[config.mk]
export PLATFORM = sky130hd
export DESIGN_NAME = tlb_refill_walker
export DESIGN_NICKNAME = d
export VERILOG_FILES = /design/src/rtl/tlb_refill_walker.sv
export SDC_FILE = /design/constraint.sdc
export NUM_CORES = 1
export LEC_CHECK = 0
export CAP_MARGIN = 20
export CELL_PAD_IN_SITES_DETAIL_PLACEMENT = 1
export CELL_PAD_IN_SITES_GLOBAL_PLACEMENT = 1
export CORE_MARGIN = 4
export CORE_UTILIZATION = 25
export CTS_CLUSTER_SIZE = 16
export DETAILED_ROUTE_END_ITERATION = 10
export PLACE_DENSITY = 0.81
export SETUP_SLACK_MARGIN = 0.05
export SYNTH_ARGS = -nofsm -noshare
export SYNTH_HDL_FRONTEND = slang
export SYNTH_SLANG_ARGS = --single-unit
[constraint.sdc]
create_clock -name clk -period 1.1 [get_ports clk]
set_input_delay 0.165 -clock clk [delete_from_list [all_inputs] [get_ports clk]]
set_output_delay 0.165 -clock clk [all_outputs]
set_load 0.005 [all_outputs]
[src/rtl/tlb_refill_walker.sv]
// TLB miss handler: fetches a PTE from a flat single-level page table and fills the TLB or reports a fault.
// Optional WALK_TIMEOUT_EN bounds the memory wait to TIMEOUT_CYCLES and reports expiry as a fault.
module tlb_refill_walker #(
  parameter int unsigned     VA_W           = 16,
  parameter int unsigned     PA_W           = 16,
  parameter int unsigned     PAGE_BITS      = 8,
  parameter int unsigned     ENTRIES        = 16,
  parameter logic [PA_W-1:0] PT_BASE        = 16'h8000,
  parameter int unsigned     TIMEOUT_CYCLES = 64,
  localparam int unsigned    VPN_W          = VA_W - PAGE_BITS,
  localparam int unsigned    PPN_W          = PA_W - PAGE_BITS,
  localparam int unsigned    IDX_W          = $clog2(ENTRIES)
) (
  input  logic             clk,
  input  logic             rst,
  input  logic             miss_req,
  input  logic [VA_W-1:0]  miss_vaddr,
  output logic             miss_ack,
  output logic             fault,
  output logic             busy,
  output logic             mem_req,
  output logic [PA_W-1:0]  mem_addr,
  input  logic             mem_ready,
  input  logic [15:0]      mem_rdata,
  output logic             tlb_wr_en,
  output logic [IDX_W-1:0] tlb_wr_idx,
  output logic [VPN_W-1:0] tlb_wr_vpn,
  output logic [PPN_W-1:0] tlb_wr_ppn
);

  localparam logic [1:0] S_IDLE  = 2'd0;
  localparam logic [1:0] S_FETCH = 2'd1;
  localparam logic [1:0] S_FILL  = 2'd2;
  localparam logic [1:0] S_ACK   = 2'd3;

  logic [1:0]       state, state_d;
  logic [VPN_W-1:0] vpn, vpn_d;
  logic [IDX_W-1:0] victim, victim_d;
  logic             miss_ack_d, fault_d, busy_d, mem_req_d, tlb_wr_en_d;
  logic [PA_W-1:0]  mem_addr_d;
  logic [IDX_W-1:0] tlb_wr_idx_d;
  logic [VPN_W-1:0] tlb_wr_vpn_d;
  logic [PPN_W-1:0] tlb_wr_ppn_d;

`ifdef WALK_TIMEOUT_EN
  logic [7:0] wait_cnt, wait_cnt_d;
`endif

  // PTE attribute bits and the page offset carry no meaning for the walk
  logic unused_bits;
  assign unused_bits = ^{mem_rdata[14:PPN_W], miss_vaddr[PAGE_BITS-1:0]};

  // Next-state and next-output decode; every output is registered from these
  always_comb begin
    state_d      = state;
    vpn_d        = vpn;
    victim_d     = victim;
    miss_ack_d   = 1'b0;
    fault_d      = 1'b0;
    mem_req_d    = 1'b0;
    tlb_wr_en_d  = 1'b0;
    mem_addr_d   = mem_addr;
    tlb_wr_idx_d = tlb_wr_idx;
    tlb_wr_vpn_d = tlb_wr_vpn;
    tlb_wr_ppn_d = tlb_wr_ppn;
`ifdef WALK_TIMEOUT_EN
    wait_cnt_d   = wait_cnt;
`endif
    case (state)
      S_IDLE: begin
        if (miss_req) begin
          vpn_d      = miss_vaddr[VA_W-1:PAGE_BITS];
          mem_addr_d = PT_BASE + PA_W'(miss_vaddr[VA_W-1:PAGE_BITS]);
          mem_req_d  = 1'b1;
          state_d    = S_FETCH;
`ifdef WALK_TIMEOUT_EN
          wait_cnt_d = 8'd0;
`endif
        end
      end
      S_FETCH: begin
        mem_req_d = 1'b1;
        if (mem_ready) begin
          mem_req_d = 1'b0;
          if (mem_rdata[15]) begin
            state_d      = S_FILL;
            tlb_wr_en_d  = 1'b1;
            tlb_wr_idx_d = victim;
            tlb_wr_vpn_d = vpn;
            tlb_wr_ppn_d = mem_rdata[PPN_W-1:0];
          end else begin
            state_d    = S_ACK;
            miss_ack_d = 1'b1;
            fault_d    = 1'b1;
          end
        end
`ifdef WALK_TIMEOUT_EN
        else if (wait_cnt == 8'(TIMEOUT_CYCLES - 1)) begin
          mem_req_d  = 1'b0;
          state_d    = S_ACK;
          miss_ack_d = 1'b1;
          fault_d    = 1'b1;
        end else begin
          wait_cnt_d = wait_cnt + 8'd1;
        end
`endif
      end
      S_FILL: begin
        victim_d   = victim + IDX_W'(1);
        state_d    = S_ACK;
        miss_ack_d = 1'b1;
      end
      S_ACK: begin
        state_d = S_IDLE;
      end
      default: begin
        state_d = S_IDLE;
      end
    endcase
    busy_d = (state_d != S_IDLE);
  end

  // State and output registers
  always_ff @(posedge clk) begin
    if (rst) begin
      state      <= S_IDLE;
      vpn        <= '0;
      victim     <= '0;
      miss_ack   <= 1'b0;
      fault      <= 1'b0;
      busy       <= 1'b0;
      mem_req    <= 1'b0;
      mem_addr   <= '0;
      tlb_wr_en  <= 1'b0;
      tlb_wr_idx <= '0;
      tlb_wr_vpn <= '0;
      tlb_wr_ppn <= '0;
`ifdef WALK_TIMEOUT_EN
      wait_cnt   <= 8'd0;
`endif
    end else begin
      state      <= state_d;
      vpn        <= vpn_d;
      victim     <= victim_d;
      miss_ack   <= miss_ack_d;
      fault      <= fault_d;
      busy       <= busy_d;
      mem_req    <= mem_req_d;
      mem_addr   <= mem_addr_d;
      tlb_wr_en  <= tlb_wr_en_d;
      tlb_wr_idx <= tlb_wr_idx_d;
      tlb_wr_vpn <= tlb_wr_vpn_d;
      tlb_wr_ppn <= tlb_wr_ppn_d;
`ifdef WALK_TIMEOUT_EN
      wait_cnt   <= wait_cnt_d;
`endif
    end
  end

endmodule

# After elaboration in Yosys (flattened, before gate mapping)
# Index checks and enable logic that the tools add are counted.
[totals]
regBits = 55
latchBits = 0
ramBits = 0
rom_bits = 0
in_bits = 36
out_inout_bits = 41
elab_cells = 36
n_memories = 0
[op_classes]
addsub = 2
mul = 0
div_mod_pow = 0
n_lt_le_gt_ge = 0
eq_ne = 3
shifts = 0
n_mux = 11
bitwise = 2
reduce_logical = 6
[ops]
columns = ["operator", "count"]
rows = [
  ["16-bit by 8-bit adder with 16-bit output (first input constant)", 1],
  ["2-bit one-hot mux with 4 select lines", 1],
  ["1-bit two-way mux", 6],
  ["4-bit by 1-bit adder with 4-bit output (second input constant)", 1],
  ["2-bit == test (second input constant)", 2],
  ["2-bit two-way mux", 2],
  ["1-bit one-hot mux with 2 select lines", 2],
  ["3-bit AND reduction", 1],
  ["3-bit OR reduction", 1],
  ["2-bit by 1-bit == test with 1-bit output (second input constant)", 1],
  ["2-bit logical NOT", 1],
  ["1-bit inverter", 2],
  ["2-bit AND reduction", 1],
  ["2-bit nonzero test", 1],
  ["2-bit OR reduction", 1],
]

# Depth between registers and ports, before layout
# Gate-level depths: netlist of run 1.
[depth]
ltp_word = 4
ltp_mapped = 6
depth_no_buf = 5

# Least setup slack after synthesis of run 1
# OpenSTA, ideal clock, no wires.
[synth_timing]
path_kind = "register to register"
startpoint = "reg state[1]"
endpoint = "reg busy"
arrival_ns = 1.067
path_slack_ns = -0.096
stages_incl_launch_ff = 6
path_buffers = 0
period_less_slack_ns = 1.196
cell_sequence = "dfxtp_1 > inv_1 > ha_1 > o22a_1 > o22ai_1 > a31oi_1"
[synth_via]
elab_chain_cells = 3
elab_cells_between_ends = 8
classes_between = "3 x eq/ne; 3 x mux; 2 x reduce/logical"
[synth_lines]
columns = ["element", "line", "source"]
rows = [
  ["from (decl)", "36", "logic [1:0] state, state_d;"],
  ["from (signal assigned)", "142", "state <= state_d;"],
  ["2-bit == test (tied with other cells)", "69", "case (state)"],
  ["2-bit one-hot mux with 4 select lines (*)", "69", ""],
  ["2-bit nonzero test (*)", "120", "busy_d = (state_d != S_IDLE);"],
  ["to (signal assigned)", "147", "busy <= busy_d;"],
  ["to (decl)", "20", "output logic busy,"],
]
# Mark *: on every way between the ends. The rest lies on a longest branch, timed or not.
# A chain may end at the register's enable or synchronous reset.

# Worst setup path after layout of run 1
[layout_timing]
startpoint = "reg state[1]"
endpoint = "reg tlb_wr_ppn[6]"
[layout_via]
elab_chain_cells = 2
[layout_lines]
columns = ["element", "line", "source"]
rows = [
  ["2-bit by 1-bit == test with 1-bit output", "69", ""],
  ["3-bit AND reduction (no source line)", "n/a", ""],
  ["to (signal assigned)", "153", "tlb_wr_ppn <= tlb_wr_ppn_d;"],
  ["to (decl)", "28", "output logic [PPN_W-1:0] tlb_wr_ppn"],
]
# Every way passes these cells.

==> results.md, run 1 <==
* Status: finished with violations
* Violated checks: setup timing
* Setup slack at placement at -0.333 ns
* Min-delay src: rst
* Crit path DAT at 1.50 ns
* Layout Nets at 300
* Design area at 2870 sq um
* Capturing point of the worst reg2reg path: tlb_wr_ppn[6]$_SDFFE_PP0P_
* Dpl hpwl at 3350 um
* RSZ-0062 raised after global routing: true
* Die width at 87.6 um
* Cell Pwr Density at 1270 nW/um^2
* Synth area leaders: dfxtp_1 51%, nand2_1 14%, a21oi_2 6.6%, a21oi_1 6.0%, ha_1 4.0%
* # setup viols final at 34
* Tmin final at 1.27 ns
* Worst Hold Class: in2reg
* Final ANT Viol Nets at 0
* Total power at 0.00365 W
* Hold Crit Endpoint: victim[1]$_SDFFE_PP0P_
* Worst r2r src: state[1]$_SDFF_PP0_
* Total CTS buffers at 5
* Worst reg2reg setup slack at -0.17 ns
* Fill cells at 669
* Critical Path RT at 1.32 ns
* Die area at 7670 sq um
* Asr flop ratio synth at 0%
* Synthesized flop and latch total at 40
* Fin util at 47.6%
* Cells after synthesis at 183
* Clock latency on the worst-skew pair at 0.29 ns
* Slew Limit Fails at 0
* CTS max path bufs at 2
* Grt ovf at 0
* CTS clock-pin slew for the worst setup and hold paths at 0.08 ns
* Sink Count at 40
* Most common cell in the netlist: nand2_1
* Pin count of the biggest net entering global routing at 22
* Leakage at 1.19 nW
* Placement Rows at 28
* Ant. Diodes at 0
* Post-placement cell area at 2430 sq um
* Crit start category: flop
* Hold Vio Cnt, Final at 0
* Initial antenna violation count at 0
* DIE HEIGHT at 87.6 um
* First-pass GRT wire length at 7940 um
* Synth unique cells at 29
* P&R area growth vs syn at 81.3%
* Setup WS post-layout at -0.174 ns
* Core footprint at 6030 sq um
* Post-synth top area cell: dfxtp_1
* CP endpoint kind: flop
* Clk root buf: clkbuf_8
* Max-Cap Viols at 0
* Period utilization at 116%
* CP max FO at 8
* DR vias at 1,507
* RePlAce Congestion at 0.802
* Initial DRT Pass Iterations at 3
* Peak Freq at 0.785 GHz
* DR iter-0 viols at 29
* Syn avg cell area at 8.65 sq um
* Max VDD drop at 0.570 mV
* Hold depth at 2
* Starting Density at 26.3%
* Fraction of final layout cells sized beyond drive strength 1 at 51.5%
* Final WL at 4970 um
* EDFF count, synth at 0
* # DRC at 0
* WL per Instance at 14.8 um
* GRT Overall Usage at 13.4%
* Vias in the first global route at 1,593
* H-tree lvl count at 2
* CTS tree: done
* Total number of yosys warnings at 0
* IO buf count at 54
* Final Skew at 0.00580 ns
* R2R depth at 7
* DR vias/cell at 4.50
* Top cells by count, synth: 60 x nand2_1, 40 x dfxtp_1, 19 x a21oi_1
* I/O pin count at 77
* Post-synthesis cell area at 1580 sq um
* Critical path launch point: state[1]$_SDFF_PP0_
* WS Path Type: reg2reg
* Area fraction of the dominant cell type after synthesis at 50.6%
* Most common flop cell mapped by yosys: dfxtp_1
* Sequential fraction of the synthesis area at 50.6%
kinds of logic (layout without fill, tap and decap cells):
| logic type | after synthesis | count (layout) | share of synthesized area [%] |
|---|---|---|---|
| AO/OA/AOI/OAI | 37 | 37 | 15.5 |
| adder cells (fa/ha/maj) | 5 | 5 | 3.95 |
| multiplexers | 1 | 1 | 0.632 |
| other | 1 | 7 | 0.237 |
| buffers and inverters | 20 | 91 | 7.83 |
| flip-flops | 40 | 40 | 50.6 |
| XOR/XNOR | 3 | 3 | 1.66 |
| AND/OR/NAND/NOR | 76 | 76 | 19.6 |
metrics by stage:
stage	TNS [ns]	hold WS (ns)	instances
finish	-3.75	0.245	335
global route	-5.73	0.266	335
CTS	-4.16	0.244	336
detailed placement	-9.26	0.450	323
global placement	-7.59	0.442	323
floorplan	-0.0145	0.243	189
worst max-delay path by stage:
| stage | endpoint | slack [ns] |
|---|---|---|
| final | tlb_wr_ppn[6]$_SDFFE_PP0P_ | -0.17 |
| after global routing | busy$_SDFF_PP0_ | -0.24 |
| after CTS | tlb_wr_ppn[6]$_SDFFE_PP0P_ | -0.19 |
| after detailed placement | tlb_wr_ppn[0]$_SDFFE_PP0P_ | -0.33 |
| after global placement | tlb_wr_idx[0]$_SDFFE_PP0P_ | -0.27 |
| after floorplan | busy$_SDFF_PP0_ | -0.01 |
power by group:
group | switching (W) | total [W] | leakage [nW] | internal [W]
clock | 0.000516 | 0.00123 | 0.0627 | 0.000709
combinational | 0.000397 | 0.000847 | 0.792 | 0.000450
sequential | 0.0000482 | 0.00157 | 0.337 | 0.00152
total | 0.000961 | 0.00365 | 1.19 | 0.00268
flip-flops by register name, indices dropped and copies added (netlist names):
signal,count
tlb_wr_ppn,8
tlb_wr_vpn,8
vpn,7
tlb_wr_idx,4
victim,4
mem_addr,2
state,2
busy,1
fault,1
mem_req,1
miss_ack,1
tlb_wr_en,1
critical path: stages (launching register included):
cell and delay, ns:
dfxtp_2 0.34, inv_4 0.07, ha_4 0.15, and3_4 0.22, buf_12 0.11, buf_12 0.13, nand2_4 0.05, a21oi_2 0.12
area by class of cell:
| type | count | area, sq um | share of cell area (%) |
|---|---|---|---|
| multi-input cells | 129 | 972 | 33.9 |
| inverters | 3 | 16.3 | 0.567 |
| well taps | 75 | 93.8 | 3.27 |
| flip-flops and latches | 40 | 835 | 29.1 |
| clock buffers | 8 | 121 | 4.23 |
| repair buffers | 80 | 832 | 29.0 |
routing by layer:
metal | GRT usage [%] | wire, um
met4 | 4.74 | 105
met5 | 0 | 0
met1 | 16.5 | 2090
met2 | 22.7 | 2510
met3 | 3.39 | 266
repair_timing:
action | 4_1_cts | 5_1_grt
hold buffers | 0 | 0
pin swaps | 10 | 19
resized for setup | 88 | 64
gates cloned | 1 | 0
buffers inserted | 4 | 1
endpoints found under the setup margin | 72 | 65
cells in the final DEF, fill, tap and decap left out, types with 2 or more instances in the layout:
cell / synthesis / final
a21oi_1: 19 / 3
a21oi_2: 12 / 28
buf_12: 0 / 9
buf_4: 7 / 13
buf_6: 2 / 4
clkbuf_2: 0 / 4
clkbuf_8: 0 / 7
clkdlybuf4s15_1: 0 / 25
clkdlybuf4s50_1: 0 / 19
conb_1: 1 / 7
dfxtp_1: 40 / 15
dfxtp_2: 0 / 24
dlygate4sd2_1: 0 / 5
ha_4: 0 / 4
inv_4: 0 / 2
nand2_1: 60 / 32
nand2_2: 0 / 14
nand2_4: 0 / 14
nor2_1: 8 / 7
xor2_1: 2 / 2
Note: power is estimated with default switching activity, not from simulation.
==> run 2, diff against run 1 <==
--- a/config.mk
+++ b/config.mk
@@ -5,7 +5,6 @@
 export SDC_FILE = /design/constraint.sdc
 export NUM_CORES = 1
 export LEC_CHECK = 0
-export CAP_MARGIN = 20
 export CELL_PAD_IN_SITES_DETAIL_PLACEMENT = 1
 export CELL_PAD_IN_SITES_GLOBAL_PLACEMENT = 1
 export CORE_MARGIN = 4
==> results of run 2 <==
Same layout as run 1: the final DEF is identical, and so are final timing and power.
